**src/rtl/ecb_pkg.sv**
```systemverilog
// Shared types and default sizes for the serial XOR ECB sequencer.
package ecb_pkg;

   typedef enum logic [1:0] {
      IDLE  = 2'd0,
      SHIFT = 2'd1,
      DONE  = 2'd2
   } ecb_state_t;

   localparam int ECB_W     = 8;
   localparam int ECB_CNT_W = 16;

endpackage

```
**src/rtl/ecb_bit_xor.sv**
```systemverilog
// Single-bit XOR cipher cell; the controller feeds it one block bit per cycle.
module ecb_bit_xor (
   input  logic k,
   input  logic din,
   output logic dout
);

   assign dout = din ^ k;

endmodule

```
**src/rtl/ecb_serial_ctrl.sv**
```systemverilog
// Serialises a W-bit block LSB first through one XOR bit cell and reassembles
// the result word behind a valid/ready output.
module ecb_serial_ctrl
   import ecb_pkg::*;
#(
   parameter int W     = ECB_W,
   parameter int CNT_W = ECB_CNT_W
) (
   input  logic             clk,
   input  logic             rst_n,
   input  logic             key_load,
   input  logic [W-1:0]     key_in,
   input  logic             in_valid,
   output logic             in_ready,
   input  logic [W-1:0]     in_data,
   input  logic             in_mode,
   output logic             out_valid,
   input  logic             out_ready,
   output logic [W-1:0]     out_data,
   output logic             out_mode,
   output logic             key_loaded,
   output logic             busy,
   output logic [CNT_W-1:0] blk_cnt,
   output logic             key_err
);

   localparam int IDX_W = (W > 1) ? $clog2(W) : 1;
   localparam logic [IDX_W-1:0] IDX_LAST = IDX_W'(W - 1);

   ecb_state_t       state_q, state_d;
   logic [W-1:0]     key_q, key_d;
   logic             key_loaded_q, key_loaded_d;
   logic [W-1:0]     sreg_q, sreg_d;
   logic [W-1:0]     res_q, res_d;
   logic [IDX_W-1:0] idx_q, idx_d;
   logic             mode_q, mode_d;
   logic             busy_q, busy_d;
   logic [CNT_W-1:0] blk_cnt_q, blk_cnt_d;
   logic             key_err_q, key_err_d;
   logic             obit;

   ecb_bit_xor u_bit_xor (
      .k    (key_q[idx_q]),
      .din  (sreg_q[0]),
      .dout (obit)
   );

   // key_load wins over a same-cycle block so the old key never pairs with it
   assign in_ready  = (state_q == IDLE) & key_loaded_q & ~key_load;
   assign out_valid = (state_q == DONE);

   always_comb begin
      state_d      = state_q;
      key_d        = key_q;
      key_loaded_d = key_loaded_q;
      sreg_d       = sreg_q;
      res_d        = res_q;
      idx_d        = idx_q;
      mode_d       = mode_q;
      blk_cnt_d    = blk_cnt_q;
      key_err_d    = key_err_q;

      case (state_q)
         IDLE: begin
            if (key_load) begin
               key_d        = key_in;
               key_loaded_d = 1'b1;
            end else if (in_valid && in_ready) begin
               sreg_d  = in_data;
               mode_d  = in_mode;
               idx_d   = '0;
               state_d = SHIFT;
            end
         end
         SHIFT: begin
            // LSB goes out first, so entering at the MSB restores bit order after W shifts
            res_d  = {obit, res_q[W-1:1]};
            sreg_d = {1'b0, sreg_q[W-1:1]};
            idx_d  = idx_q + IDX_W'(1);
            if (idx_q == IDX_LAST) state_d = DONE;
            if (key_load) key_err_d = 1'b1;
         end
         DONE: begin
            if (out_ready) begin
               blk_cnt_d = blk_cnt_q + CNT_W'(1);
               state_d   = IDLE;
            end
            if (key_load) key_err_d = 1'b1;
         end
         default: state_d = IDLE;
      endcase

      busy_d = (state_d != IDLE);
   end

   always_ff @(posedge clk or negedge rst_n) begin
      if (!rst_n) begin
         state_q      <= IDLE;
         key_q        <= '0;
         key_loaded_q <= 1'b0;
         sreg_q       <= '0;
         res_q        <= '0;
         idx_q        <= '0;
         mode_q       <= 1'b0;
         busy_q       <= 1'b0;
         blk_cnt_q    <= '0;
         key_err_q    <= 1'b0;
      end else begin
         state_q      <= state_d;
         key_q        <= key_d;
         key_loaded_q <= key_loaded_d;
         sreg_q       <= sreg_d;
         res_q        <= res_d;
         idx_q        <= idx_d;
         mode_q       <= mode_d;
         busy_q       <= busy_d;
         blk_cnt_q    <= blk_cnt_d;
         key_err_q    <= key_err_d;
      end
   end

   assign out_data   = res_q;
   assign out_mode   = mode_q;
   assign key_loaded = key_loaded_q;
   assign busy       = busy_q;
   assign blk_cnt    = blk_cnt_q;
   assign key_err    = key_err_q;

endmodule

```
**config.mk**
```make
export PLATFORM = sky130hd
export DESIGN_NAME = ecb_serial_ctrl
export DESIGN_NICKNAME = d
export VERILOG_FILES = /design/src/rtl/ecb_pkg.sv /design/src/rtl/ecb_bit_xor.sv /design/src/rtl/ecb_serial_ctrl.sv
export SDC_FILE = /design/constraint.sdc
export NUM_CORES = 1
export LEC_CHECK = 0
export CAP_MARGIN = 20
export CORE_MARGIN = 3
export CORE_UTILIZATION = 50
export DETAILED_ROUTE_END_ITERATION = 16
export DONT_BUFFER_PORTS = 1
export PLACE_DENSITY = 0.73
export SETUP_SLACK_MARGIN = 0.1
export SLEW_MARGIN = 10
export SYNTH_ARGS = -nofsm -noshare
export SYNTH_HDL_FRONTEND = slang
export SYNTH_SLANG_ARGS = --single-unit
```
**constraint.sdc**
```tcl
create_clock -name clk -period 1.8 [get_ports clk]
set_input_delay 0.45 -clock clk [delete_from_list [all_inputs] [get_ports clk]]
set_output_delay 0.45 -clock clk [all_outputs]
set_load 0.01 [all_outputs]
```
### After elaboration in Yosys (flattened, before gate mapping)

Cells that the tools add are included.

| word-level totals | value |
|---|---|
| register bits after elaboration | 49 |
| input bits | 22 |

| operators by class | value |
|---|---|
| equality and inequality tests | 5 |
| muxes and demuxes | 13 |
| reduce and logical (&&, ||, !) cells | 10 |
| order comparisons | 1 |
| bitwise operators | 4 |
| $add $sub $neg | 2 |

Operators by type and width:

| kind | number |
|---|---|
| adder 16 x 1 -> 16 bit (second input constant) | 1 |
| 2-to-1 mux 8 bit | 2 |
| case mux 8 bit (2 select lines) | 1 |
| 2-to-1 mux 2 bit | 4 |
| 2-to-1 mux 3 bit | 2 |
| case mux 2 bit (3 select lines) | 1 |
| case mux 3 bit (2 select lines) | 1 |
| AND reduction 2 bit | 3 |
| AND reduction 3 bit | 2 |
| less-than comparator 3 x 4 -> 1 bit (second input constant) | 1 |
| nonzero test 2 bit | 2 |
| adder 3 x 1 -> 3 bit (second input constant) | 1 |
| binary-select mux 1 bit (select 3 bit) | 1 |
| equality test 3 bit (second input constant) | 1 |
| bitwise AND 1 bit | 2 |
| equality test 2 x 1 -> 1 bit (second input constant) | 1 |
| equality test 2 bit (second input constant) | 1 |
| logical NOT 2 bit | 1 |
| != test 2 x 1 -> 1 bit (second input constant) | 1 |
| != test 2 bit (second input constant) | 1 |
| OR reduction 2 bit | 1 |
| logical AND 1 bit | 1 |
| 2-to-1 mux 1 bit | 1 |
| NOT 1 bit | 1 |
| XOR 1 bit | 1 |

### Longest topological paths before layout

Gate-level depths: netlist of the first run.

| logic depth | value |
|---|---|
| word-level depth | 8 |
| mapped depth | 7 |
| depth with buffers taken out | 6 |

### Modules after synthesis

From an unflattened synthesis of the first run, not the netlist that was laid out.

| unflattened totals | value |
|---|---|
| cells, all modules | 172 |
| area total of the unflattened synthesis | 2182.1 µm² |

Modules (own cells, without submodules):

| module | cells an instance | instances | area each (µm²) |
|---|---|---|---|
| ecb_serial_ctrl | 171 | 1 | 2173.3 |
| ecb_bit_xor | 1 | 1 | 8.8 |

### Worst setup path before layout of the first run

No wires, ideal clock.

| path | value |
|---|---|
| path type | flip-flop to flip-flop |
| start | register state_q[0] |
| end | register blk_cnt_q[13] (netlist: blk_cnt[13]) |
| data required time | 1.675 ns |
| library setup time | 0.125 ns |
| data arrival time | 1.654 ns |
| clock period less this slack | 1.779 ns |
| buffers on the path | 0 |
| cell stages (with the launch flop) | 7 |
| path slack | 0.021 ns |
| path through | dfrtp_1 > inv_1 > ha_1 > nand3_1 > nor4_1 > nand3_1 > xnor2_1 |

| between the ends | value |
|---|---|
| word-level cells in the longest chain between the ends | 2 |

RTL lines:

| element | RTL line | RTL |
|---|---|---|
| from (decl) | ecb_serial_ctrl.sv:30 | `ecb_state_t state_q, state_d;` |
| from (signal assigned) | ecb_serial_ctrl.sv:109 | `state_q <= state_d;` |
| equality test 2 bit | - |  |
| named net out_valid | ecb_serial_ctrl.sv:17 | `output logic out_valid,` |
| AND reduction 2 bit (no line) | - |  |
| to (signal assigned) | ecb_serial_ctrl.sv:117 | `blk_cnt_q <= blk_cnt_d;` |
| to (decl) | ecb_serial_ctrl.sv:38 | `logic [CNT_W-1:0] blk_cnt_q, blk_cnt_d;` |

The timed path passes the listed nets, and every way through them passes these cells.
A chain may end at the register's enable or synchronous reset.

### Worst setup path after layout of the first run

| path | value |
|---|---|
| start | register state_q[0] |
| end | output in_ready |

| between the ends | value |
|---|---|
| word-level cells in the longest chain between the ends | 3 |

RTL lines:

| element | RTL line | RTL |
|---|---|---|
| logical NOT 2 bit | ecb_serial_ctrl.sv:49 | `assign in_ready = (state_q == IDLE) & key_loaded_q & ~key_load;` |
| bitwise AND 1 bit (2 in series) | ecb_serial_ctrl.sv:49 |  |
| to (decl) | ecb_serial_ctrl.sv:14 | `output logic in_ready,` |

Every way passes these cells.

==> flow_summary.json, run 1 <==
{
  "status": "completed",
  "avgSynthCellArea_um2": 12.4,
  "vias_per_cell": 5.73,
  "fp.coreArea_um2": 4060,
  "use_met2_pct": 26.9,
  "n_antenna_cell": 0,
  "ant_nets": 0,
  "fp.dieW_um": 71.4,
  "cts_buffers": 5,
  "synthesis.area_um2": 2140,
  "synth_cell_types": 25,
  "layout-drive-gt1-share_pct": 25.7,
  "crit_type": "reg2out",
  "grt_pass1_vias": 1432,
  "fmax_mhz": 604,
  "crit_buf_inv": 2,
  "ir_worst_vdd_mv": 0.735,
  "seq_area_frac_synth_pct": 57.3,
  "power.leakage_uw": 0.00113,
  "final_cell_count_no_fill": 237,
  "die_y_um": 71.4,
  "clk_path_buf_depth": 2,
  "num_vias": 1359,
  "use_met3_pct": 7.29,
  "cpLargestDelayFamily": "flip-flops",
  "port_buffers": 0,
  "area_growth_syn_to_layout_pct": 15.3,
  "drcViolationCount": 0,
  "root_buffer": "clkbuf_8",
  "fin_setup_tns_ps": 0,
  "ys_ff_latch": 49,
  "gp_congestion": 0.734,
  "cts.sinks": 49,
  "drt-initial-drc-count": 52,
  "wire_per_inst_um": 16.3,
  "cp.required_ps": 1350,
  "slowest_delay_ps": 410,
  "min_path_type": "in2reg",
  "drv_cap": 0,
  "grt_pass1_wl_um": 6530,
  "utilization_pct": 60.8,
  "tightestPinTransition_ps": 346,
  "grt_use_total_pct": 16.6,
  "slew_violations": 0,
  "cp_max_fo": 5,
  "synthTopCellsByArea": "dfrtp_1 57%, mux2_2 8.9%, ha_1 4.1%, xnor2_1 4.1%, mux2i_1 3.7%",
  "place_ws_ps": 17.1,
  "antenna_found_initial": 0,
  "powerDensity_nw_per_um2": 1370,
  "dr.pass1.iters": 4,
  "arrival_ps": 1210,
  "use_met1_pct": 19.2,
  "gr-total-overflow": 0,
  "nets": 216,
  "h-tree-depth": 2,
  "place_inst": 224,
  "period_minus_slack_ps": 1660,
  "finClkSkew_ps": 7.58,
  "endpoint_kind": "output pin",
  "hpwl_um": 2740,
  "dieArea_um2": 5100,
  "cts_tree": "done",
  "rows": 23,
  "maxSlewHeadroom_pct": 76.9,
  "worstPathCellList": "inv_2, ha_4, buf_6, nand2_4, nor2_4",
  "worstSkewPairLatency_ps": 300,
  "busiest_layer": "met2",
  "clk_pin_slew_ps": 80,
  "synth_top_area_share_pct": 57.3,
  "min_period_over_period_pct": 92.0,
  "start_util_pct": 52.8,
  "wl_um": 3860,
  "p_total_uw": 3390,
  "rsz0062_at_grt": "true",
  "cp-start-kind": "flop",
  "synthesis.nets": 201,
  "finalSetupViolCount": 0,
  "hold_violations": 0,
  "yosys.area.top_type": "dfrtp_1",
  "io_pins": 52,
  "yosys_warnings": 0,
  "critPathSlowestCell": "dfrtp_1",
  "synthCells": 172,
  "timing.final.ws_setup_ps": 144,
  "grt_max_degree": 50
}
-- where the power goes --
group / leakage, uW / internal, uW / switching (uW)
clock network: 0.0000443 / 305 / 331
registers: 0.000608 / 1420 / 256
logic: 0.000474 / 609 / 467
-- layer usage --
layer  share of wire (%)  wire, um
met3                 7.7       299
met1                  39      1520
met2                  52      2020
met5                   0         0
met4                0.70        27
-- synth_stat cells, drive strengths merged --
cell / instances
nor2b: 2
nand4b: 1
xor2: 6
a211oi: 2
a21oi: 8
nand3: 12
ha: 7
clkbuf: 2
or2: 1
buf: 2
xnor2: 10
mux2i: 8
nor3: 4
nand2: 9
inv: 7
nand2b: 1
a21o: 1
mux2: 18
mux4: 2
nor2: 10
nor4: 2
o21ai: 5
dfrtp: 49
and3: 3
-- state kept, by name, indices dropped and copies added (netlist names), 2 cells and up --
signal / flops
blk_cnt: 16
idx_q: 3
key_q: 8
out_data: 8
sreg_q: 8
state_q: 2
-- per-stage QoR --
step	instance area (um2)	hold slack, ps
6_report	2470	279
5_1_grt	2470	261
4_1_cts	2420	273
3_5_place_dp	2250	156
3_3_place_gp	2250	156
2_1_floorplan	2150	154
-- repair_timing --
| action | in CTS | in global routing |
|---|---|---|
| pin swaps | 1 | 4 |
| hold endpoints to repair | 49 | 0 |
| resized for setup | 7 | 9 |
| hold buffers | 2 | 0 |
| buffers inserted | 3 | 1 |
| endpoints found under the setup margin | 4 | 11 |
-- cell usage in the layout (no fill, tap or decap), types with 2 or more instances in the layout --
cell type  netlist  routed
dfrtp_1         49      48
mux2_2          17      17
nand3_1         12      12
xnor2_1         10      10
nor2_1          10       9
a21oi_1          8       8
mux2i_1          8       8
nand2_1          9       8
buf_4            0       8
xor2_1           6       6
clkbuf_8         0       6
inv_1            7       5
ha_1             7       5
o21ai_0          5       4
and3_1           3       3
inv_2            0       2
nor2b_1          2       2
nor3_1           4       2
nor3_2           0       2
mux4_1           2       2
-- worst paths after layout --
kind	from	end	slack, ps	cells after the start
worst min-delay path	key_load	key_err	280	1
worst max-delay path	state_q[0]	in_ready	140	5
min in group asynchronous	rst_n	out_data[6]	660	2
worst min register to register	key_q[2]	key_q[2]	500	1
worst max register to register	idx_q[0]	out_data[7]	170	4
max in group asynchronous	rst_n	idx_q[0]	920	2
-- final cells by class --
| class | instances | area (um2) |
|---|---|---|
| Fill cell | 317 | 1590 |
| Sequential cell | 49 | 1230 |
| Multi-Input combinational cell | 112 | 937 |
| Timing Repair Buffer | 12 | 129 |
| Clock buffer | 7 | 86.3 |
| Tap cell | 50 | 62.6 |
| Inverter | 7 | 26.3 |
-- cells by family after synthesis --
family | Yosys count | share of synthesized area, %
flops | 49 | 57.3
mux | 28 | 15.8
fa+ha+maj | 7 | 4.09
xor+xnor | 16 | 6.55
buf+inv | 11 | 2.05
compound gates | 16 | 4.09
simple gates | 45 | 10.1
Power figures use the tool's default switching activity.
==> run 2: changes to the inputs <==
--- a/config.mk
+++ b/config.mk
@@ -6,10 +6,13 @@
 export NUM_CORES = 1
 export LEC_CHECK = 0
 export CAP_MARGIN = 20
+export CORE_ASPECT_RATIO = 0.9
 export CORE_MARGIN = 3
 export CORE_UTILIZATION = 50
+export CTS_CLUSTER_SIZE = 24
 export DETAILED_ROUTE_END_ITERATION = 16
 export DONT_BUFFER_PORTS = 1
+export GPL_TIMING_DRIVEN = 0
 export PLACE_DENSITY = 0.73
 export SETUP_SLACK_MARGIN = 0.1
 export SLEW_MARGIN = 10
==> flow_summary.json, run 2 (synthesis gave the netlist of run 1 again) <==
{
  "status": "completed",
  "gp_congestion": 0.835,
  "p_total_uw": 3650,
  "ir_worst_vdd_mv": 0.766,
  "arrival_ps": 1930,
  "hpwl_um": 2820,
  "endpoint_kind": "flop",
  "fp.coreArea_um2": 3920,
  "powerDensity_nw_per_um2": 1440,
  "min_from": "key_load",
  "die_y_um": 68.1,
  "cp.required_ps": 1980,
  "cp-start-kind": "flop",
  "root_buffer": "clkbuf_8",
  "timing.final.ws_setup_ps": 44.8,
  "hold_violations": 0,
  "place_inst": 218,
  "rows": 21,
  "n_antenna_cell": 0,
  "final_cell_count_no_fill": 236,
  "hold_path_depth": 1,
  "num_vias": 1347,
  "reg2regPathDepth": 6,
  "cts_tree": "done",
  "slew_violations": 0,
  "drv_cap": 0,
  "crit_type": "reg2reg",
  "cp_max_fo": 5,
  "grt_max_degree": 50,
  "grt_pass1_wl_um": 6610,
  "dieArea_um2": 5100,
  "area_growth_syn_to_layout_pct": 18.4,
  "wire_per_inst_um": 17.3,
  "vias_per_cell": 5.71,
  "min_period_over_period_pct": 97.5,
  "cts_buffers": 5,
  "port_buffers": 0,
  "cts.sinks": 49,
  "drcViolationCount": 0,
  "dr.pass1.iters": 4,
  "grt_pass1_vias": 1523,
  "reg2reg_from": "state_q[0]",
  "layout_commonest_cell": "dfrtp_1",
  "worstSkewPairLatency_ps": 290,
  "tightestPinTransition_ps": 339,
  "fmax_mhz": 570,
  "drt-initial-drc-count": 56,
  "fp.dieW_um": 75.0,
  "clk_pin_slew_ps": 80,
  "nets": 218,
  "power.leakage_uw": 0.00116,
  "antenna_found_initial": 0,
  "maxSlewHeadroom_pct": 77.3,
  "gr-total-overflow": 0,
  "grt_use_total_pct": 17.4,
  "largest_reg_flops": 16,
  "ant_nets": 0,
  "start_util_pct": 54.7,
  "min_path_type": "in2reg",
  "hold_end": "key_err",
  "final_cell_mix": "48 x dfrtp_1, 17 x mux2_2, 10 x buf_4, 10 x nand3_1, 10 x xnor2_1",
  "layout-drive-gt1-share_pct": 28.9,
  "place_ws_ps": -154,
  "io_pins": 52,
  "h-tree-depth": 2,
  "period_minus_slack_ps": 1760,
  "finClkSkew_ps": 3.64,
  "rrSetupSlack_ps": 40,
  "rr_endpoint": "busy",
  "clk_path_buf_depth": 2,
  "wl_um": 4090,
  "finalSetupViolCount": 0,
  "rsz0062_at_grt": "true"
}
[run 2: changes by cell type in the layout (fill, tap and decap cells not counted), sizes merged]
cell,delta
bufinv,+1
buf,+2
[run 2: through the flow]
step | utilization (%) | hold slack (ps) | TNS [ps] | cell area, um2
after floorplan | - | 154 | 0 | 2150
after global placement | 56.3 | 156 | -1020 | 2200
after detailed placement | 56.3 | 156 | -2350 | 2200
after CTS | 62.4 | 0.830 | 0 | 2440
after global routing | 64.7 | 277 | -16.3 | 2530
final | 64.7 | 277 | 0 | 2530
[run 2: area by class of cell]
cell class                      instances  area [um2]
Buffer                                  4        33.8
Clock inverter                          1        30.0
Inverter                                7        26.3
Clock buffer                            7        86.3
Multi-Input combinational cell        112         963
Timing Repair Buffer                   10         110
Tap cell                               46        57.6
Fill cell                             291        1380
Sequential cell                        49        1230
[run 2: critical path, stage by stage, from the launching register on]
cell      delay [ps]
dfrtp_1          410
inv_2            130
ha_4             180
nand4b_1         250
a211oi_2         260
nor3_1           100
or2_2            310
[run 2: how the worst max path moves through the flow]
stage | from | to | slack, ps | cells past startpoint
floorplan | state_q[0] | blk_cnt[13] | 160 | 6
global placement | state_q[0] | blk_cnt[14] | -110 | 6
detailed placement | state_q[1] | sreg_q[7] | -150 | 7
CTS | idx_q[0] | out_data[7] | 100 | 4
global route | state_q[0] | busy | -20 | 6
finish | state_q[0] | busy | 40 | 6
[run 2: metal layers]
layer	share of wire (%)	routed length, um	vias to the layer above	GRT usage (%)
met1	43	1750	665	20.7
met4	1.6	65	0	6.89
met5	0	0	-	0
li1	-	-	627	-
met3	6.8	276	7	5.87
met2	49	2000	48	29.1
[run 2: repair_timing]
item                                   4_1_cts  5_1_grt
pin swaps                                    3        3
endpoints found under the hold margin       49       13
resized for setup                           16       17
hold buffers                                 1        1
setup endpoints to repair                   21       21
buffers inserted                             4        4
[run 2: power by group]
| group | internal (uW) | leakage (uW) | switching, uW |
|---|---|---|---|
| clock network | 453 | 0.0000585 | 336 |
| logic | 656 | 0.000491 | 514 |
| registers | 1420 | 0.000608 | 267 |
==> run 3: changes to the inputs <==
--- a/config.mk
+++ b/config.mk
@@ -6,7 +6,6 @@
 export NUM_CORES = 1
 export LEC_CHECK = 0
 export CAP_MARGIN = 20
-export CORE_ASPECT_RATIO = 0.9
 export CORE_MARGIN = 3
 export CORE_UTILIZATION = 50
 export CTS_CLUSTER_SIZE = 24
==> flow_summary.json, run 3 (synthesis gave the netlist of run 1 again) <==
{
  "crit_type": "reg2reg",
  "port_buffers": 0,
  "min_period_over_period_pct": 92.4,
  "antenna_found_initial": 0,
  "period_minus_slack_ps": 1660,
  "rsz0062_at_grt": "true",
  "tightestPinTransition_ps": 333,
  "h-tree-depth": 2,
  "area_growth_syn_to_layout_pct": 16.1,
  "dr.pass1.iters": 4,
  "startpoint": "state_q[1]",
  "crit_end": "busy",
  "power_frac_comb_pct": 31.9,
  "grt_max_degree": 50,
  "min_path_type": "in2reg",
  "grt_pass1_vias": 1471,
  "dieArea_um2": 5100,
  "place_ws_ps": -173,
  "power.leakage_uw": 0.00114,
  "n_antenna_cell": 0,
  "layout-drive-gt1-share_pct": 29.3,
  "slowest_delay_ps": 440,
  "ir_worst_vdd_mv": 0.740,
  "ant_nets": 0,
  "reg2regPathDepth": 6,
  "p_int_uw": 2320,
  "cts_buffers": 5,
  "switchingPower_uw": 1140,
  "final_cell_count_no_fill": 238,
  "hpwl_um": 2790,
  "rr_endpoint": "busy",
  "sw_frac_of_total_pct": 33.0,
  "wl_um": 4010,
  "cp-start-kind": "flop",
  "hold_violations": 0,
  "cp_max_fo": 5,
  "worstSkewPairLatency_ps": 300,
  "rrSetupSlack_ps": 140,
  "slew_violations": 0,
  "start_util_pct": 52.8,
  "nets": 216,
  "fp.coreArea_um2": 4060,
  "power_frac_clock_pct": 19.3,
  "finalSetupViolCount": 0,
  "final_cell_mix": "48 x dfrtp_1, 17 x mux2_2, 11 x nand3_1, 10 x xnor2_1, 9 x nor2_1",
  "cts.sinks": 49,
  "root_buffer": "clkbuf_8",
  "cts_tree": "done",
  "fmax_mhz": 601,
  "clk_path_buf_depth": 2,
  "largest_reg_flops": 16,
  "die_y_um": 71.4,
  "gr-total-overflow": 0,
  "powerDensity_nw_per_um2": 1390,
  "endpoint_kind": "flop",
  "finClkSkew_ps": 12.0,
  "io_pins": 52,
  "fillerInstances": 316,
  "arrival_ps": 1920,
  "rows": 23,
  "critPathSlowestCell": "dfrtp_1",
  "drv_cap": 0,
  "drt-initial-drc-count": 43,
  "layout_commonest_cell": "dfrtp_1",
  "cp.required_ps": 2050,
  "grt_use_total_pct": 17.0,
  "gp_congestion": 0.765,
  "maxSlewHeadroom_pct": 77.7,
  "vias_per_cell": 5.69,
  "status": "completed",
  "grt_pass1_wl_um": 6770,
  "worstPathCellList": "inv_2, ha_4, nand4b_1, buf_4, a211oi_2, or2_4",
  "timing.final.ws_setup_ps": 137,
  "reg2reg_from": "state_q[1]",
  "drcViolationCount": 0,
  "num_vias": 1355,
  "fp.dieW_um": 71.4,
  "p_seq_share_pct": 48.8,
  "wire_per_inst_um": 16.9,
  "clk_pin_slew_ps": 100,
  "place_inst": 222
}
run 3: area by class of cell:
| class | count | area, um2 | share of cell area, % |
|---|---|---|---|
| Clock buffer | 5 | 68.8 | 2.77 |
| Sequential cell | 49 | 1230 | 49.4 |
| Multi-Input combinational cell | 112 | 955 | 38.4 |
| Clock inverter | 3 | 25.0 | 1.01 |
| Buffer | 4 | 37.5 | 1.51 |
| Inverter | 7 | 26.3 | 1.06 |
| Tap cell | 50 | 62.6 | 2.52 |
| Timing Repair Buffer | 8 | 82.6 | 3.32 |
run 3: what timing repair did:
action                                 CTS  global route
hold buffers                             2             0
setup endpoints to repair               22            23
setup buffers                            3             3
resized for setup                       14            21
endpoints found under the hold margin   49             0
pin swaps                                2             5
run 3: critical path: cells and delay by family (launching register included):
kind	cells	cell delay (ps)
flops	1	440
buf+inv	2	340
simple gates	2	390
fa+ha+maj	1	180
compound gates	1	260
run 3: how the worst min path moves through the flow:
stage | startpoint | end | slack, ps | depth (start not counted)
final | key_load | key_err | 260 | 1
after CTS | key_load | key_err | 250 | 1
after detailed placement | rst_n | out_data[6] | 160 | 0
after global placement | rst_n | out_data[5] | 160 | 0
after floorplan | rst_n | blk_cnt[0] | 150 | 0
after global routing | key_load | key_err | 250 | 1
run 3: power by group through the flow:
stage	Combinational (uW)	Sequential, uW	Clock (uW)
floorplan	769	1630	0
global placement	851	1680	0
detailed placement	907	1710	0
CTS	1000	1690	697
global route	1230	1740	746
finish	1100	1690	667
run 3: routing by layer:
metal | track usage [%] | share of wire [%] | vias to the layer above
met5 | 0 | 0 | -
met4 | 5.01 | 0.55 | 0
met3 | 6.59 | 5.9 | 2
met2 | 27.8 | 51 | 40
met1 | 20.9 | 42 | 691
li1 | - | - | 622
run 3: metrics by stage:
step / hold slack (ps) / total power (uW) / area, um2 / setup TNS [ps] / utilization, %
6_report: 260 / 3460 / 2480 / 0 / 61.2
5_1_grt: 255 / 3710 / 2480 / 0 / 61.2
4_1_cts: 254 / 3390 / 2410 / 0 / 59.4
3_5_place_dp: 156 / 2620 / 2210 / -2140 / 54.5
3_3_place_gp: 156 / 2530 / 2210 / -282 / 54.5
2_1_floorplan: 154 / 2400 / 2150 / 0 / -
